<file path="config.mk">
export PLATFORM = sky130hd
export DESIGN_NAME = bitmanip_clmul_unit
export DESIGN_NICKNAME = d
export VERILOG_FILES = /design/src/rtl/bitmanip_clmul_unit.sv
export SDC_FILE = /design/constraint.sdc
export NUM_CORES = 1
export LEC_CHECK = 0
export ABC_AREA = 1
export BUFFER_PORTS_ARGS = -buffer_cell sky130_fd_sc_hd__buf_2
export CELL_PAD_IN_SITES_DETAIL_PLACEMENT = 1
export CELL_PAD_IN_SITES_GLOBAL_PLACEMENT = 2
export CORE_ASPECT_RATIO = 1.5
export CORE_MARGIN = 2
export CORE_UTILIZATION = 30
export CTS_CLUSTER_DIAMETER = 50
export CTS_CLUSTER_SIZE = 10
export DETAILED_ROUTE_END_ITERATION = 12
export MAX_ROUTING_LAYER = met4
export PLACE_DENSITY = 0.74
export SLEW_MARGIN = 40
export SYNTH_ARGS = -nofsm -noshare
export SYNTH_HDL_FRONTEND = slang
export SYNTH_SLANG_ARGS = --single-unit
</file>
<file path="constraint.sdc">
create_clock -name clk_i -period 2.1 [get_ports clk_i]
set_input_delay 0.42 -clock clk_i [delete_from_list [all_inputs] [get_ports clk_i]]
set_output_delay 0.42 -clock clk_i [all_outputs]
set_load 0.02 [all_outputs]
</file>
<file path="src/rtl/bitmanip_clmul_unit.sv">
// bitmanip_clmul_unit: iterative carry-less multiply (CLMUL/CLMULH/CLMULR) with early-out, flush and result handshake
module bitmanip_clmul_unit #(
   parameter int XLEN = 64,
   parameter int BITS_PER_CYCLE = 4,
   parameter int EARLY_OUT = 1,
   parameter int TRANS_ID_BITS = 3
) (
   input  logic                     clk_i,
   input  logic                     rst_i,
   input  logic                     flush_i,
   input  logic                     valid_i,
   output logic                     ready_o,
   input  logic [1:0]               op_i,
   input  logic [XLEN-1:0]          operand_a_i,
   input  logic [XLEN-1:0]          operand_b_i,
   input  logic [TRANS_ID_BITS-1:0] trans_id_i,
   output logic                     valid_o,
   input  logic                     result_ready_i,
   output logic [XLEN-1:0]          result_o,
   output logic [TRANS_ID_BITS-1:0] trans_id_o
);
   localparam int ITERS = XLEN / BITS_PER_CYCLE;
   localparam int CW = $clog2(ITERS) + 1;
   if (!(XLEN == 32 || XLEN == 64) ||
       !(BITS_PER_CYCLE == 1 || BITS_PER_CYCLE == 2 || BITS_PER_CYCLE == 4 || BITS_PER_CYCLE == 8)) begin : g_bad_param
      $error("bitmanip_clmul_unit: unsupported XLEN or BITS_PER_CYCLE");
   end
   typedef enum logic [1:0] {IDLE, BUSY, DONE} state_t;
   state_t state;
   logic [1:0] op_q;
   logic [2*XLEN-1:0] a_sh, acc, acc_nxt;
   logic [XLEN-1:0] b_q, b_rest, res_sel;
   logic [CW-1:0] cnt;
   logic last;
   assign ready_o = state == IDLE && !flush_i && !rst_i;
   assign valid_o = state == DONE;
   assign b_rest = b_q >> BITS_PER_CYCLE;
   assign last = (EARLY_OUT != 0 && b_rest == '0) || cnt == CW'(ITERS - 1);
   always_comb begin
      acc_nxt = acc;
      for (int j = 0; j < BITS_PER_CYCLE; j++)
         acc_nxt = b_q[j] ? acc_nxt ^ (a_sh << j) : acc_nxt;
   end
   assign res_sel = op_q == 2'b00 ? acc_nxt[XLEN-1:0] :
                    op_q == 2'b01 ? acc_nxt[2*XLEN-1:XLEN] : acc_nxt[2*XLEN-2:XLEN-1];
   always_ff @(posedge clk_i) begin
      if (rst_i) begin
         state <= IDLE;
         op_q <= '0;
         a_sh <= '0;
         b_q <= '0;
         acc <= '0;
         cnt <= '0;
         result_o <= '0;
         trans_id_o <= '0;
      end else if (flush_i) begin
         state <= IDLE;
      end else begin
         case (state)
            IDLE: if (valid_i) begin
               op_q <= op_i;
               a_sh <= {{XLEN{1'b0}}, operand_a_i};
               b_q <= operand_b_i;
               acc <= '0;
               cnt <= '0;
               result_o <= '0;
               trans_id_o <= trans_id_i;
               state <= op_i == 2'b11 ? DONE : BUSY;
            end
            BUSY: begin
               acc <= acc_nxt;
               a_sh <= a_sh << BITS_PER_CYCLE;
               b_q <= b_rest;
               cnt <= cnt + 1'b1;
               if (last) begin
                  state <= DONE;
                  result_o <= res_sel;
               end
            end
            DONE: if (result_ready_i) state <= IDLE;
            default: state <= IDLE;
         endcase
      end
   end
endmodule

</file>
; Word-level counts from Yosys, hierarchy flattened
; Index checks and enable logic that the tools add are counted.
[word_totals]
ff_bits = 396
input_bits = 138
output_inout_bits = 69
elab_cells = 58
[classes]
addsub = 1
eq_ne = 8
n_mux = 22
n_bitwise = 5
n_reduce_logical = 14
[ops]
columns = cell, n
row1 = $mux W128, 6
row2 = $pmux W128 S2, 2
row3 = $xor A128 B128 Y128, 4
row4 = $mux W64, 5
row5 = $pmux W64 S2, 2
row6 = $logic_not A64 Y1, 1
row7 = $pmux W5 S2, 1
row8 = $reduce_and A3 Y1, 3
row9 = $mux W2, 4
row10 = $pmux W2 S3, 1
row11 = $add A5 B1 Y5 const B, 1
row12 = $eq A5 B4 Y1 const B, 1
row13 = $mux W5, 1
row14 = $eq A2 B1 Y1 const B, 2
row15 = $eq A2 B2 Y1 const B, 2
row16 = $logic_not A2 Y1, 2
row17 = $ne A2 B2 Y1 const B, 2
row18 = $reduce_and A4 Y1, 1
row19 = $logic_and A1 B1 Y1, 2
row20 = $logic_not A1 Y1, 2
row21 = $ne A2 B1 Y1 const B, 1
row22 = $reduce_bool A2 Y1, 1
row23 = $reduce_or A2 Y1, 1
row24 = $logic_or A1 B1 Y1, 1
row25 = $not A1 Y1, 1

; Logic depth before layout (Yosys ltp)
; Gate-level depths: netlist (run 1).
[logic_depth]
depth_word = 12
mapped_depth = 15

; Least setup slack after synthesis (run 1)
; Ideal clock, no wire load.
[synth_timing]
kind = register -> register
start = register cnt[1]
end = register result_o[23]
t_arrival_ps = 1473
required_ps = 1972
slack_ps = 500
stages_incl_launch_ff = 12
synth_period_minus_slack_ps = 1600
cell_sequence = dfxtp_1 -> ha_1 -> inv_1 -> nor3_1 -> ha_1 -> nor2_1 -> nand2_1 -> buf_4 -> buf_2 -> a21boi_0 -> nor2_1 -> nor2_1
[synth_between]
elab_chain_cells = 4
[synth_lines]
columns = item, line
row1 = start: declaration, 33  ; logic [CW-1:0] cnt;
row2 = start signal: assignment, 74  ; cnt <= cnt + 1'b1;
row3 = $eq A5 B4 Y1, 38  ; assign last = (EARLY_OUT != 0 && b_rest == '0) || cnt == CW'(ITERS - 1);
row4 = $logic_or A1 B1 Y1, 38
row5 = $ne A2 B2 Y1 (no source line), -
row6 = $reduce_and A4 Y1 (no source line), -
row7 = end signal: assignment, 77  ; result_o <= res_sel;
row8 = end: declaration, 19  ; output logic [XLEN-1:0] result_o,
; Every way passes these cells.
; A chain may end at the register's enable or synchronous reset.

; Final worst setup path (run 1)
[layout_timing]
start = register state[0]
end = register result_o[63]
[layout_between]
elab_chain_cells = 3
[layout_lines]
columns = item, line
row1 = start: declaration, 29  ; state_t state;
row2 = start signal: assignment, 68  ; state <= op_i == 2'b11 ? DONE : BUSY;
row3 = $eq A2 B1 Y1 / $logic_not A2 Y1 (equally long branches), 59  ; case (state)
row4 = $ne A2 B2 Y1 (no source line) / $reduce_bool A2 Y1 (equally long branches), -
row5 = $reduce_and A4 Y1 (no source line), -
; Parallel ways exist; a longest one is shown, timed or not.

==> summary.txt, run 1 <==
Yosys
  • Average cell area after synthesis: 5.777 sq um
  • Most used flip-flop cell after synthesis: sky130_fd_sc_hd__dfxtp_1
  • Yosys top cell area share: 30.21%
  • Number of synthesized flops with an enable pin: 0
  • Post-synthesis async set-or-reset flop share: 0%
  • Cell types occupying the most area after synthesis: sky130_fd_sc_hd__dfxtp_1 (30%), sky130_fd_sc_hd__nand2_1 (28%), sky130_fd_sc_hd__nand3_1 (12%), sky130_fd_sc_hd__inv_1 (4.7%), sky130_fd_sc_hd__a21oi_1 (4.7%)
  • Syn Std Cell Area: 0.02624 sq mm
  • Library cell occupying the most area in the post-synthesis netlist: sky130_fd_sc_hd__dfxtp_1
  • Number of instances in the synthesized netlist: 4542
  • Sequential share of the synthesized area: 30.21%
  • Synthesis warning total: 0
  • Post-synthesis sequential element count: 396
  • List of most frequent post-synthesis cells: sky130_fd_sc_hd__nand2_1 (1970), sky130_fd_sc_hd__nand3_1 (632), sky130_fd_sc_hd__dfxtp_1 (396), sky130_fd_sc_hd__inv_1 (330), sky130_fd_sc_hd__nor2_1 (249)
  • Syn nets: 4682
  • Most common cell in the synthesized netlist: sky130_fd_sc_hd__nand2_1
  • Post-synthesis cell type count: 27

Global route
  • First-pass GRT wire length: 155700 um
  • Via count of the first global-routing pass: 28630
  • Initial antenna violation count: 5
  • Pin count of the biggest net entering global routing: 113
  • GRT overflow: 0
  • Total global-route track usage: 21.88%

Routing
  • Vias per std cell: 4.952
  • DRC viols: 0
  • Routed len/inst: 17.03 um
  • Routed vias: 28580
  • Initial drt markers: 1221
  • Post-route antenna net violation count: 0
  • Number of optimization iterations in the first detailed-route pass: 5
  • Wire length after detailed routing: 98280 um

Clock tree
  • Clock tree from TritonCTS: yes
  • CTS sink cnt: 396
  • Source-to-sink clock delay at the later pin of the worst-skew pair: 640 ps
  • Clock Tree Root: sky130_fd_sc_hd__clkbuf_16
  • Clock transition at path regs: 60 ps
  • Clock tree buffer depth: 3
  • TritonCTS Buffers: 54
  • H-tree level count: 2

Place
  • Final HPWL DP: 67040 um
  • Final Wtd Congestion: 0.7917
  • Count of input and output buffers: 206

Setup path
  • Kind of end point of the critical path: register
  • Maximum fanout count along the critical path: 33
  • Cell occurring most often along the worst timing path: sky130_fd_sc_hd__nor2_1
  • Crit path launch type: register
  • Cells along the critical path: inv_2, nor2_4, inv_2, nor2_4, buf_4, buf_12, buf_12, nand3_1, nor2_1, nor2_1, nor2_1
  • Data arrival time of the worst path: 2520 ps
  • WP data required: 2670 ps
  • Critical path's top delay family: buffers and inverters
  • Largest stage delay on the critical path: 410 ps
  • Worst r2r src: state[0]
  • Launch point of the critical path: state[0]
  • Critical path class: register to register
  • Bufs and invs on worst path: 5
  • Crit-path slowest cell: sky130_fd_sc_hd__dfxtp_1

Outcome
  • Result of the run: completed

Timing
  • Unrepaired setup endpoints after global routing: true
  • Actual transition at the worst max-transition pin: 678.8 ps
  • Final count of hold timing violations: 0
  • Post-route clock period utilization: 92.88%
  • Worst slew margin: 54.74%
  • Worst clock skew: 32.24 ps
  • Achievable Freq: 512.7 MHz
  • Worst hold slack across all endpoints: 48.08 ps
  • Number of pins exceeding their max-slew limit in the final report: 0
  • Setup-failing EPs final: 0
  • Final Critical Period: 1950 ps

Cells and area
  • Layout cell share with drive strength beyond 1: 8.987%
  • P&R area growth vs syn: 16.95%
  • Nets: 4738

Die
  • Die outline area: 0.08989 sq mm
  • Initial core utilization: 30.32%
  • Core Region: 0.08654 sq mm
  • DIE HEIGHT: 366.2 um
  • Count of pins on the block boundary: 207
  • Number of core rows: 132
  • Overall die width: 245.5 um

Power and ir drop
  • Total power after layout: 0.02003 W
  • P_leak: 13.87 nW
  • VDD IR-drop max: 0.0005498 V
  • Areal power density over the cells: 652.8 mW/mm^2

Run
  • Count of maximum capacitance violations: 0

Min path
  • Hold path startpoint: operand_b_i[60]
  • Class of the tightest hold or removal check: input port to register
[layer usage]
metal,global-route usage [%],wire length (um),share of wire (%),vias to the layer above
li1,-,-,-,14490
met1,27.60,45460,46,13620
met2,36.73,47100,48,353
met3,2.425,2861,2.9,119
met4,6.142,2858,2.9,0
met5,-,0,0,-
[repair_timing]
action / in CTS / in global routing
hold buffers: 8 / 0
setup endpoints to repair: 0 / 29
setup buffers: 0 / 8
resized for setup: 0 / 19
endpoints found under the hold margin: 8 / 0
[final timing paths]
check	to	slack [ps]	cells past startpoint
max reg2reg	result_o[63]	150	11
min reg2reg	cnt[4]	460	2
min	b_q[60]	50	3
max	result_o[63]	150	11
[worst reg2reg max path: stages (launching register included)]
cell and delay [ps]:
sky130_fd_sc_hd__dfxtp_1 410, sky130_fd_sc_hd__inv_2 80, sky130_fd_sc_hd__nor2_4 110, sky130_fd_sc_hd__inv_2 100, sky130_fd_sc_hd__nor2_4 210, sky130_fd_sc_hd__buf_4 160
sky130_fd_sc_hd__buf_12 190, sky130_fd_sc_hd__buf_12 250, sky130_fd_sc_hd__nand3_1 110, sky130_fd_sc_hd__nor2_1 130, sky130_fd_sc_hd__nor2_1 60, sky130_fd_sc_hd__nor2_1 80
[layout by cell type, fill, tap and decap left out, drive strengths merged]
cell type / synthesis / final
a21oi: 246 / 246
a31oi: 80 / 80
clkbuf: 113 / 75
o21ai: 69 / 69
nand3: 632 / 632
nor3: 4 / 4
clkinv: 0 / 4
ha: 2 / 2
xor2: 4 / 4
nand3b: 1 / 1
clkinvlp: 0 / 7
dlygate4sd3: 0 / 8
nor2: 252 / 252
xnor2: 126 / 126
a22oi: 41 / 41
buf: 209 / 308
nand2: 1970 / 1970
a21boi: 64 / 64
dfxtp: 396 / 396
diode: 0 / 4
inv: 332 / 334
bufinv: 0 / 5
or2: 1 / 1
[state kept, by name (all words and copies together) (netlist names)]
name / cells
a_sh: 128
acc: 128
b_q: 64
cnt: 5
op_q: 2
result_o: 64
state: 2
trans_id_o: 3
[area by class of cell]
type / instances / area [sq um]
Fill cell: 11570 / 55860
Multi-Input combinational cell: 3492 / 15660
Sequential cell: 396 / 7944
Timing Repair Buffer: 322 / 2673
Clock buffer: 69 / 1479
Tap cell: 1139 / 1425
Inverter: 332 / 1254
Clock inverter: 18 / 244.0
Antenna cell: 4 / 10.01
[where the power goes]
part | leakage (nW) | switching, W | internal [W]
clock network | 0.821 | 0.00387 | 0.00553
logic | 9.84 | 0.00177 | 0.000876
registers | 3.21 | 0.000277 | 0.00770
[through the flow]
step,setup TNS [ps],worst slack [ps],area [sq um],instances,util (%)
floorplan,0,499.8,26240,4542,-
global placement,0,153.8,28540,5658,32.98
detailed placement,0,101.8,28540,5658,32.98
CTS,0,68.77,30340,5753,35.06
global route,-5.752,-5.752,30690,5772,35.46
finish,0,149.5,30690,5772,35.46
[kinds of logic (layout without fill, tap and decap cells)]
family	count (synthesis)	count (layout)	synth area share, %
flip-flops	396	396	30.21
buffers and inverters	654	741	10.41
adder cells (fa/ha/maj)	2	2	0.09536
AND/OR/NAND/NOR	2860	2860	44.02
other	0	4	0
AO/OA/AOI/OAI	500	500	10.92
XOR/XNOR	130	130	4.340
(Power assumes the default switching activity.)
==> run 2: changes to the inputs <==
PLACE_DENSITY = not set   (was 0.74)
PLACE_DENSITY_LB_ADDON = 0.1   (was not set)
==> summary.txt, run 2 (synthesis gave the netlist of run 1 again) <==
Die
  • Core Region: 0.08654 sq mm (unchanged)
  • Initial core utilization: 30.32% (unchanged)
  • Die outline area: 0.08989 sq mm (unchanged)
  • Overall die width: 245.5 um (unchanged)
  • DIE HEIGHT: 366.2 um (unchanged)
  • Number of core rows: 132 (unchanged)
  • Count of pins on the block boundary: 207 (unchanged)

Place
  • Final Wtd Congestion: 0.7731 (-2.3%)
  • Count of input and output buffers: 206 (unchanged)
  • Placed instance count: 5637 (-0.37%)
  • Cell area after placement: 0.02840 sq mm (-0.51%)
  • Final HPWL DP: 67020 um (about the same)

Clock tree
  • Clock transition at path regs: 60 ps (about the same)
  • Source-to-sink clock delay at the later pin of the worst-skew pair: 650 ps (about the same)
  • H-tree level count: 2 (unchanged)
  • Clock tree buffer depth: 3 (unchanged)
  • CTS sink cnt: 396 (unchanged)
  • Clock Tree Root: sky130_fd_sc_hd__clkbuf_16
  • Clock tree from TritonCTS: yes
  • TritonCTS Buffers: 59 (+9.3%)

Timing
  • Actual transition at the worst max-transition pin: 758.2 ps (+79.39 ps)
  • Number of pins exceeding their max-slew limit in the final report: 0 (unchanged)
  • Post-route clock period utilization: 95.21% (+2.3 points)
  • Unrepaired setup endpoints after global routing: false
  • Final-layout setup total negative slack: 0 ps (unchanged)
  • Final Critical Period: 1999 ps (+48.83 ps)
  • Worst clock skew: 27.23 ps (-5.008 ps)
  • Setup-failing EPs final: 0 (unchanged)
  • Final count of hold timing violations: 0 (unchanged)
  • Achievable Freq: 500.2 MHz (-2.4%)
  • Worst slew margin: 49.45% (-5.3 points)

Cells and area
  • Layout cell share with drive strength beyond 1: 8.615% (-0.37 points)
  • Most common cell after layout, fill and taps aside: sky130_fd_sc_hd__nand2_1
  • Final cell area excluding filler cells: 0.03095 sq mm (+0.86%)
  • Leading cell types in the layout, fill and taps excluded: sky130_fd_sc_hd__nand2_1 (1967), sky130_fd_sc_hd__nand3_1 (632), sky130_fd_sc_hd__dfxtp_1 (391), sky130_fd_sc_hd__inv_1 (329), sky130_fd_sc_hd__a21oi_1 (246)
  • Non-filler instance count after layout: 5791 (+0.33%)
  • Nets: 4742 (+0.084%)
  • Multi-input gate area: 0.01566 sq mm (about the same)
  • Top Registers: a_sh: 128 flops, acc: 128 flops
  • Fill cell count: 11530 (-0.35%)
  • Combined flip-flop and latch cell area: 0.007944 sq mm (unchanged)
  • P&R area growth vs syn: 17.96%

Setup path
  • Largest stage delay on the critical path: 360 ps (-50 ps)
  • Worst reg2reg path depth: 13 (+2)
  • WP data required: 1680 ps (-990 ps)
  • Critical path class: register to output port
  • Data arrival time of the worst path: 1580 ps (-940 ps)
  • Bufs and invs on worst path: 2 (-3)
  • Crit path launch type: register
  • Worst r2r src: b_q[1]
  • Crit-path slowest cell: sky130_fd_sc_hd__dfxtp_1
  • Maximum fanout count along the critical path: 5 (-85%)
  • Launch point of the critical path: state[0]
  • Cells along the critical path: nor2_2, inv_1, nor2_1, buf_4
  • Kind of end point of the critical path: output port
  • Critical path's top delay family: flip-flops
  • CP Depth: 4 (-7)

Routing
  • Wire length after detailed routing: 98010 um (-0.27%)
  • Routed len/inst: 16.92 um (-0.60%)
  • Initial drt markers: 1167 (-4.4%)
  • Vias per std cell: 4.881 (-1.4%)
  • DRC viols: 0 (unchanged)
  • Number of optimization iterations in the first detailed-route pass: 5 (unchanged)
  • Routed vias: 28270 (-1.1%)
  • Post-route antenna net violation count: 0 (unchanged)

Power and ir drop
  • P_leak: 13.97 nW (+0.67%)
  • Part of the total power dissipated in sequential elements: 38.0% (-1.8 points)
  • Total power after layout: 0.02102 W (+4.9%)
  • VDD IR-drop max: 0.0006514 V (+18%)
  • NetSw: 0.006100 W (+3.0%)
  • Net switching fraction of the power: 29.03% (-0.55 points)
  • Power Internal: 0.01492 W (+5.7%)
  • Areal power density over the cells: 679.0 mW/mm^2 (+4.0%)
  • Clock share of power: 49.7% (+2.8 points)
  • Power share of the combinational group: 12.3% (-0.9 points)

Min path
  • Class of the tightest hold or removal check: input port to register
  • Hold path startpoint: operand_b_i[42]
  • Number of cells traversed by the worst hold path: 3 (unchanged)

Run
  • Count of maximum capacitance violations: 0 (unchanged)

Outcome
  • Result of the run: completed

Global route
  • Initial antenna violation count: 7 (+2)
  • Via count of the first global-routing pass: 28170 (-1.6%)
  • First-pass GRT wire length: 156000 um (+0.18%)
  • Pin count of the biggest net entering global routing: 131 (+16%)
  • Total global-route track usage: 22.04% (+0.16 points)
  • GRT overflow: 0 (unchanged)
[run 2: layout make-up]
class / count / share of cell area (%)
clock inverter: 30 / 1.302
inverter: 332 / 4.051
sequential: 396 / 25.67
clock buffer: 72 / 5.158
tap: 1139 / 4.604
multi-input combinational: 3492 / 50.60
timing repair buffer: 321 / 8.542
antenna: 9 / 0.07277
[run 2: power groups by stage]
stage | logic (W) | registers (W) | clock network [W]
final | 0.00258 | 0.00798 | 0.0105
after global routing | 0.00288 | 0.00801 | 0.0110
after CTS | 0.00260 | 0.00799 | 0.0108
after detailed placement | 0.00253 | 0.00815 | 0
after global placement | 0.00252 | 0.00814 | 0
after floorplan | 0.00152 | 0.00803 | 0
[run 2: worst paths after layout]
check / to / slack [ps]
min reg2reg: a_sh[127] / 470
min: b_q[42] / 40
max reg2reg: result_o[53] / 170
max: ready_o / 100
[run 2: worst reg2reg max path, cell delays in order, from the launching register on]
cell                      delay (ps)
sky130_fd_sc_hd__dfxtp_4         430
sky130_fd_sc_hd__buf_12          190
sky130_fd_sc_hd__buf_12          190
sky130_fd_sc_hd__nand3_1         100
sky130_fd_sc_hd__nand2_1          80
sky130_fd_sc_hd__nand3_1          80
sky130_fd_sc_hd__nand2_1          90
sky130_fd_sc_hd__nand2_1          70
sky130_fd_sc_hd__nand2_1         190
sky130_fd_sc_hd__nand2_1          80
sky130_fd_sc_hd__nand2_1          80
sky130_fd_sc_hd__nor2_1           50
sky130_fd_sc_hd__nor2_1           80
sky130_fd_sc_hd__nor2_1           50
[run 2: what timing repair did]
item	4_1_cts	5_1_grt
gates resized for setup	1	15
setup endpoints to repair	1	56
endpoints found under the hold margin	44	0
buffers inserted	0	1
pin swaps	0	2
cloned	0	2
hold buffers	40	0
[run 2: routing by layer]
metal  vias to the layer above  track usage [%]  wire [um]
met5                         -                -          0
met4                         0            4.545       1732
met3                        93            2.432       2732
met2                       322            36.74      46520
met1                     13340            28.67      47030
li1                      14510                -          -
[run 2: metrics by stage]
stage	util, %	hold WS [ps]	worst slack [ps]
after global placement	32.81	450.9	117.7
after detailed placement	32.81	466.3	117.0
after floorplan	-	435.2	499.8
after global routing	35.76	30.43	1.338
after CTS	35.59	0.2959	27.66
final	35.76	37.52	100.7
